[config.mk]
export PLATFORM = sky130hd
export DESIGN_NAME = peripheral_bus_arbiter
export DESIGN_NICKNAME = d
export VERILOG_FILES = /design/src/rtl/peripheral_bus_arbiter_pkg.sv /design/src/rtl/peripheral_bus_arbiter.sv
export SDC_FILE = /design/constraint.sdc
export NUM_CORES = 1
export LEC_CHECK = 0
export ABC_AREA = 0
export CAP_MARGIN = 20
export CORE_UTILIZATION = 37
export CTS_CLUSTER_SIZE = 25
export DETAILED_ROUTE_END_ITERATION = 7
export PLACE_DENSITY = 0.77
export SETUP_SLACK_MARGIN = 0.5
export SYNTH_ARGS = -nofsm -noshare
export SYNTH_HDL_FRONTEND = slang
export SYNTH_SLANG_ARGS = --single-unit
[constraint.sdc]
create_clock -name clk -period 2 [get_ports clk]
set_clock_uncertainty 0.05 [all_clocks]
set_input_delay 0.2 -clock clk [delete_from_list [all_inputs] [get_ports clk]]
set_output_delay 0.2 -clock clk [all_outputs]
set_load 0.05 [all_outputs]
[src/rtl/peripheral_bus_arbiter_pkg.sv]
// Shared definitions for the two-master peripheral bus arbiter.
package peripheral_bus_arbiter_pkg;

   typedef enum logic [1:0] {
      ST_IDLE   = 2'd0,
      ST_ACTIVE = 2'd1,
      ST_RESP   = 2'd2
   } arb_state_t;

   // Read data returned for writes and for timed-out transactions.
   localparam logic [31:0] ERR_DATA = ~32'h0;

   localparam int CNT_W = 8;

endpackage

[src/rtl/peripheral_bus_arbiter.sv]
// Two-master round-robin arbiter in front of a single peripheral bus.
//
// state     | meaning
// ----------+-------------------------------------------------------------
// ST_IDLE   | sample requests, pick a winner, latch its command onto the bus
// ST_ACTIVE | bus strobes driven, wait for busy low or busy-cycle timeout
// ST_RESP   | one-cycle ack/data/error to the winner, bus strobes low
module peripheral_bus_arbiter #(
   parameter int TIMEOUT = 16
) (
   input  logic        clk,
   input  logic        rst,
   input  logic        m0_req,
   input  logic        m0_we,
   input  logic [15:0] m0_address,
   input  logic [3:0]  m0_byteSelect,
   input  logic [31:0] m0_dataWrite,
   output logic [31:0] m0_dataRead,
   output logic        m0_ack,
   output logic        m0_error,
   input  logic        m1_req,
   input  logic        m1_we,
   input  logic [15:0] m1_address,
   input  logic [3:0]  m1_byteSelect,
   input  logic [31:0] m1_dataWrite,
   output logic [31:0] m1_dataRead,
   output logic        m1_ack,
   output logic        m1_error,
   output logic        peripheralEnable,
   output logic        peripheralBus_we,
   output logic        peripheralBus_oe,
   output logic [15:0] peripheralBus_address,
   output logic [3:0]  peripheralBus_byteSelect,
   output logic [31:0] peripheralBus_dataWrite,
   input  logic        peripheralBus_busy,
   input  logic [31:0] peripheralBus_dataRead
);
   import peripheral_bus_arbiter_pkg::*;

   // Terminal count: the busy cycle on which r_cnt holds this value is the last one allowed.
   localparam logic [CNT_W-1:0] LP_TC = CNT_W'(TIMEOUT - 1);

   arb_state_t       r_state;
   arb_state_t       w_next;
   logic             r_ptr;
   logic             r_gnt;
   logic             r_we;
   logic [CNT_W-1:0] r_cnt;
   logic             r_en;
   logic             r_bus_we;
   logic             r_bus_oe;
   logic [15:0]      r_addr;
   logic [3:0]       r_bsel;
   logic [31:0]      r_wdata;
   logic             r_ack0;
   logic             r_ack1;
   logic             r_err0;
   logic             r_err1;
   logic [31:0]      r_rd0;
   logic [31:0]      r_rd1;

   logic             w_win;
   logic             w_pick;
   logic             w_sel_we;
   logic             w_tout;
   logic             w_done;
   logic [31:0]      w_cap;

   // r_ptr names the master that wins a tie; a lone request always wins.
   assign w_win    = m0_req | m1_req;
   assign w_pick   = (m0_req & m1_req) ? r_ptr : m1_req;
   assign w_sel_we = w_pick ? m1_we : m0_we;
   assign w_tout   = peripheralBus_busy && (r_cnt == LP_TC);
   assign w_done   = !peripheralBus_busy || w_tout;
   assign w_cap    = (w_tout || r_we) ? ERR_DATA : peripheralBus_dataRead;

   // State register.
   always_ff @(posedge clk) begin
      if (rst) r_state <= ST_IDLE;
      else     r_state <= w_next;
   end

   // Next-state decode.
   always_comb begin
      w_next = r_state;
      case (r_state)
         ST_IDLE:   if (w_win)  w_next = ST_ACTIVE;
         ST_ACTIVE: if (w_done) w_next = ST_RESP;
         ST_RESP:   w_next = ST_IDLE;
         default:   w_next = ST_IDLE;
      endcase
   end

   // Command latch, busy counter, round-robin pointer and registered outputs.
   always_ff @(posedge clk) begin
      if (rst) begin
         r_ptr    <= 1'b0;
         r_gnt    <= 1'b0;
         r_we     <= 1'b0;
         r_cnt    <= '0;
         r_en     <= 1'b0;
         r_bus_we <= 1'b0;
         r_bus_oe <= 1'b0;
         r_addr   <= '0;
         r_bsel   <= '0;
         r_wdata  <= '0;
         r_ack0   <= 1'b0;
         r_ack1   <= 1'b0;
         r_err0   <= 1'b0;
         r_err1   <= 1'b0;
         r_rd0    <= '0;
         r_rd1    <= '0;
      end else begin
         r_ack0 <= 1'b0;
         r_ack1 <= 1'b0;
         r_err0 <= 1'b0;
         r_err1 <= 1'b0;
         r_rd0  <= '0;
         r_rd1  <= '0;
         case (r_state)
            ST_IDLE: begin
               if (w_win) begin
                  r_gnt    <= w_pick;
                  r_we     <= w_sel_we;
                  r_cnt    <= '0;
                  r_en     <= 1'b1;
                  r_bus_we <= w_sel_we;
                  r_bus_oe <= ~w_sel_we;
                  r_addr   <= w_pick ? m1_address    : m0_address;
                  r_bsel   <= w_pick ? m1_byteSelect : m0_byteSelect;
                  r_wdata  <= w_pick ? m1_dataWrite  : m0_dataWrite;
               end
            end
            ST_ACTIVE: begin
               if (w_done) begin
                  r_en     <= 1'b0;
                  r_bus_we <= 1'b0;
                  r_bus_oe <= 1'b0;
                  r_addr   <= '0;
                  r_bsel   <= '0;
                  r_wdata  <= '0;
                  r_ptr    <= ~r_gnt;
                  r_ack0   <= ~r_gnt;
                  r_ack1   <= r_gnt;
                  r_err0   <= ~r_gnt & w_tout;
                  r_err1   <= r_gnt & w_tout;
                  r_rd0    <= r_gnt ? '0 : w_cap;
                  r_rd1    <= r_gnt ? w_cap : '0;
               end else begin
                  r_cnt <= r_cnt + 1'b1;
               end
            end
            ST_RESP: r_cnt <= '0;
            default: ;
         endcase
      end
   end

   assign peripheralEnable         = r_en;
   assign peripheralBus_we         = r_bus_we;
   assign peripheralBus_oe         = r_bus_oe;
   assign peripheralBus_address    = r_addr;
   assign peripheralBus_byteSelect = r_bsel;
   assign peripheralBus_dataWrite  = r_wdata;
   assign m0_ack      = r_ack0;
   assign m1_ack      = r_ack1;
   assign m0_error    = r_err0;
   assign m1_error    = r_err1;
   assign m0_dataRead = r_rd0;
   assign m1_dataRead = r_rd1;

endmodule

==> results of run 1 <==
[per-layer routing]
metal,share of wire [%],vias to the layer above,GRT usage [%]
li1,-,2627,-
met1,40,2529,24.05
met2,51,237,39.21
met3,8.4,13,7.242
met4,1.2,0,8.208
met5,0,-,0
[stage by stage]
stage	setup WS, ns	util [%]
final	0.1484	63.64
after global routing	0.09952	63.64
after CTS	0.1377	64.16
after detailed placement	0.09857	57.75
after global placement	0.1445	57.75
after floorplan	0.1439	-
[kinds of logic (layout without fill, tap and decap cells)]
family                   Yosys count  in the layout  share of synthesized area [%]
AO/OA/AOI/OAI                    278            278                          34.15
flip-flops                       136            136                          49.87
AND/OR/NAND/NOR                   83             83                          9.076
buffers and inverters             65            330                          5.019
multiplexers                       9              9                          1.650
adder cells (fa/ha/maj)            1              1                         0.2292
[worst max-delay path: cells and delay by family (launching register included)]
kind | cells | cell delay (ns)
AOI/OAI and AO/OA | 2 | 0.38
buffers and inverters | 2 | 0.37
DFF | 1 | 0.32
and+or+nand+nor | 2 | 0.68
[state kept, by name (all words and copies together) (netlist names), 2 cells and up]
name and count:
peripheralBus_byteSelect 4, r_state 2, r_cnt 8, m1_dataRead 32, peripheralBus_address 16, m0_dataRead 32
peripheralBus_dataWrite 32
[cell usage in the layout, fill, tap and decap left out, types with 9 or more instances in the layout]
master / count
sky130_fd_sc_hd__o211ai_1: 44
sky130_fd_sc_hd__clkbuf_2: 41
sky130_fd_sc_hd__o21a_1: 65
sky130_fd_sc_hd__a21boi_0: 45
sky130_fd_sc_hd__dfxtp_1: 134
sky130_fd_sc_hd__buf_4: 15
sky130_fd_sc_hd__clkdlybuf4s50_1: 140
sky130_fd_sc_hd__a21oi_1: 46
sky130_fd_sc_hd__mux2i_1: 9
sky130_fd_sc_hd__clkbuf_16: 20
sky130_fd_sc_hd__o21ai_0: 44
sky130_fd_sc_hd__and3_1: 48
sky130_fd_sc_hd__clkdlybuf4s15_2: 69
sky130_fd_sc_hd__clkdlybuf4s15_1: 12
[report_power, final]
group	internal (W)	total (W)	switching, W
logic	0.000681	0.00166	0.000979
clock network	0.00200	0.00321	0.00120
registers	0.00285	0.00292	0.0000745
[area by class of cell]
class	count	area [µm²]	area share, %
clock buffer	19	442.9	4.807
clock inverter	13	171.4	1.860
inverter	1	3.754	0.04074
multi-input combinational	371	2630	28.54
sequential	136	2725	29.58
tap	184	230.2	2.499
timing repair buffer	297	3010	32.67
[final timing paths]
check / from / end / slack, ns
worst min-delay path: rst / peripheralBus_address[14] / 0.15
worst max-delay path: r_cnt[7] / m0_dataRead[27] / 0.15
worst min register to register: peripheralBus_address[3] / peripheralBus_address[3] / 0.42
worst max register to register: r_cnt[7] / m0_dataRead[27] / 0.15
[timing repair]
action	in CTS	in global routing
buffers inserted	5	1
pin swaps	3	3
resized for setup	326	52
gates cloned	4	3
hold endpoints to repair	0	0
endpoints found under the setup margin	256	179
==> impl_metrics.prom, run 1 <==
# TYPE chip_impl_metric gauge
chip_impl_info{name="status",value="completed"} 1
chip_impl_info{name="worst-setup-path-type",value="reg2reg"} 1
chip_impl_metric{name="design_power_total",unit="W"} 0.007786
chip_impl_info{name="cts-root-buf",value="sky130_fd_sc_hd__clkbuf_16"} 1
chip_impl_info{name="postSynth.topFlopCell",value="sky130_fd_sc_hd__dfxtp_1"} 1
chip_impl_metric{name="io_buffer_count",unit=""} 265
chip_impl_metric{name="max_cap_violations",unit=""} 0
chip_impl_metric{name="pwr_density_cell",unit="nW/µm²"} 845.0
chip_impl_metric{name="finalWeightedCongestion",unit=""} 0.8145
chip_impl_metric{name="max_freq",unit="MHz"} 540.1
chip_impl_metric{name="worst_ep_arrival_time",unit="ns"} 2.16
chip_impl_info{name="cts_tree",value="done"} 1
chip_impl_metric{name="timing.final.crit_period",unit="ns"} 1.852
chip_impl_metric{name="gr-usage-all-layers",unit="%"} 21.98
chip_impl_metric{name="nNetsFinal",unit=""} 968
chip_impl_metric{name="cts_inserted_buffers",unit=""} 17
chip_impl_metric{name="antenna_found_initial",unit=""} 0
chip_impl_metric{name="finalMaxSlewViolations",unit=""} 0
chip_impl_info{name="timing.critical_path.cells",value="or4_4 > o21a_4 > nor4_4 > buf_6 > clkbuf_16 > o21a_1"} 1
chip_impl_info{name="synth_top_cells_by_count",value="136 x sky130_fd_sc_hd__dfxtp_1, 66 x sky130_fd_sc_hd__o21a_1, 49 x sky130_fd_sc_hd__and3_1, 47 x sky130_fd_sc_hd__a21oi_1"} 1
chip_impl_metric{name="post_detailed_route_via_to_cell_ratio",unit=""} 5.295
chip_impl_metric{name="max_stage_delay",unit="ns"} 0.53
chip_impl_metric{name="register_to_register_path_depth",unit=""} 6
chip_impl_metric{name="leakagePower",unit="nW"} 3.596
chip_impl_metric{name="design.core.area",unit="µm²"} 14480
chip_impl_metric{name="place.detailed.hpwl",unit="µm"} 11770
chip_impl_metric{name="h_tree_levels",unit=""} 4
chip_impl_metric{name="n_fill_cell",unit=""} 1165
chip_impl_metric{name="number_of_enable_flip_flop_cells_after_synthesis",unit=""} 0
chip_impl_metric{name="cts_hold_repair.buffers",unit=""} 0
chip_impl_metric{name="synth_area",unit="µm²"} 5459
chip_impl_metric{name="drt_first_pass_iters",unit=""} 4
chip_impl_metric{name="peakVddDrop",unit="mV"} 0.6166
chip_impl_metric{name="maximum_fanout_encountered_on_the_critical_timing_path",unit=""} 8
chip_impl_metric{name="cts_sinks",unit=""} 136
chip_impl_metric{name="netlist_instances",unit=""} 572
chip_impl_metric{name="floorplan_die_area",unit="µm²"} 15240
chip_impl_metric{name="drt-initial-drc-count",unit=""} 261
chip_impl_metric{name="post_layout_nonfiller_instances",unit=""} 1021
chip_impl_metric{name="timing.final.crit_share",unit="%"} 92.58
chip_impl_metric{name="postSynth.asyncResetShare",unit="%"} 0
chip_impl_metric{name="synthToLayoutAreaGrowth",unit="%"} 68.78
chip_impl_metric{name="setup_tns",unit="ns"} 0
chip_impl_metric{name="die_y",unit="µm"} 123.5
chip_impl_metric{name="final.hold.worst_slack",unit="ns"} 0.1489
chip_impl_metric{name="critPathRequiredTime",unit="ns"} 2.31
chip_impl_metric{name="drive_gt1_share",unit="%"} 24.13
chip_impl_metric{name="placed_area",unit="µm²"} 8362
chip_impl_metric{name="post_synth.cell_area_avg",unit="µm²"} 9.544
chip_impl_metric{name="clockBufferDepth",unit=""} 2
chip_impl_metric{name="timing.hold.worst_path_depth",unit=""} 2
chip_impl_info{name="post-synth-top-count-cell",value="sky130_fd_sc_hd__dfxtp_1"} 1
chip_impl_info{name="critical_path.endpoint_type",value="flop"} 1
chip_impl_metric{name="synth_largest_type_area_fraction",unit="%"} 49.87
chip_impl_info{name="ys_top_cells_by_area",value="sky130_fd_sc_hd__dfxtp_1 50%, sky130_fd_sc_hd__o21a_1 9.1%, sky130_fd_sc_hd__a21boi_0 6.2%, sky130_fd_sc_hd__o211ai_1 6.1%, sky130_fd_sc_hd__and3_1 5.6%"} 1
chip_impl_info{name="cpMaxStageDelayCell",value="sky130_fd_sc_hd__or4_4"} 1
chip_impl_metric{name="n_antenna_cell",unit=""} 0
chip_impl_metric{name="via_count_of_the_first_global_routing_pass",unit=""} 5037
chip_impl_metric{name="finalHoldViolCount",unit=""} 0
chip_impl_metric{name="placementRows",unit=""} 44
chip_impl_metric{name="ys_seq_area_share",unit="%"} 49.87
chip_impl_metric{name="grt_start_max_net_pins",unit=""} 89
chip_impl_metric{name="globalRouteOverflowTotal",unit=""} 0
chip_impl_metric{name="initial_utilization",unit="%"} 37.70
chip_impl_info{name="rsz0062_at_grt",value="yes"} 1
chip_impl_metric{name="vias",unit=""} 5406
chip_impl_metric{name="route.antenna.remaining_nets",unit=""} 0
chip_impl_metric{name="wire_length_of_the_first_global_routing_pass",unit="µm"} 25370
chip_impl_metric{name="average_wire_per_standard_cell",unit="µm"} 17.36
chip_impl_metric{name="number_of_synthesized_register_bits",unit=""} 136
chip_impl_metric{name="final_area",unit="µm²"} 9214
chip_impl_metric{name="die_width",unit="µm"} 123.5
chip_impl_metric{name="detail_route.drc_violations",unit=""} 0
chip_impl_info{name="synthDominantAreaCellType",value="sky130_fd_sc_hd__dfxtp_1"} 1
chip_impl_info{name="min-delay-path-class",value="in2reg"} 1
chip_impl_metric{name="clk_pin_slew",unit="ns"} 0.06
chip_impl_metric{name="ys_warn_count",unit=""} 0
chip_impl_metric{name="cell_count_after_placement",unit=""} 976
chip_impl_metric{name="ys_types",unit=""} 40
chip_impl_metric{name="slew_headroom",unit="%"} 63.83
chip_impl_metric{name="worst-slew-pin-transition",unit="ns"} 0.5415
chip_impl_metric{name="clk-insertion-delay-late",unit="ns"} 0.42
chip_impl_metric{name="postRouteWirelength",unit="µm"} 17720
chip_impl_info{name="timing.critical_path.from_type",value="flop"} 1
chip_impl_metric{name="postSynthNetCount",unit=""} 716
chip_impl_metric{name="setup-violations-final",unit=""} 0
chip_impl_metric{name="pin_count",unit=""} 266
No activity file was read; power rests on OpenSTA's default activity.
==> run 2, diff against run 1 <==
--- a/config.mk
+++ b/config.mk
@@ -6,7 +6,6 @@
 export NUM_CORES = 1
 export LEC_CHECK = 0
 export ABC_AREA = 0
-export CAP_MARGIN = 20
 export CORE_UTILIZATION = 37
 export CTS_CLUSTER_SIZE = 25
 export DETAILED_ROUTE_END_ITERATION = 7
==> results of run 2 <==
Same layout as run 1: the final DEF is identical, and so are final timing and power.
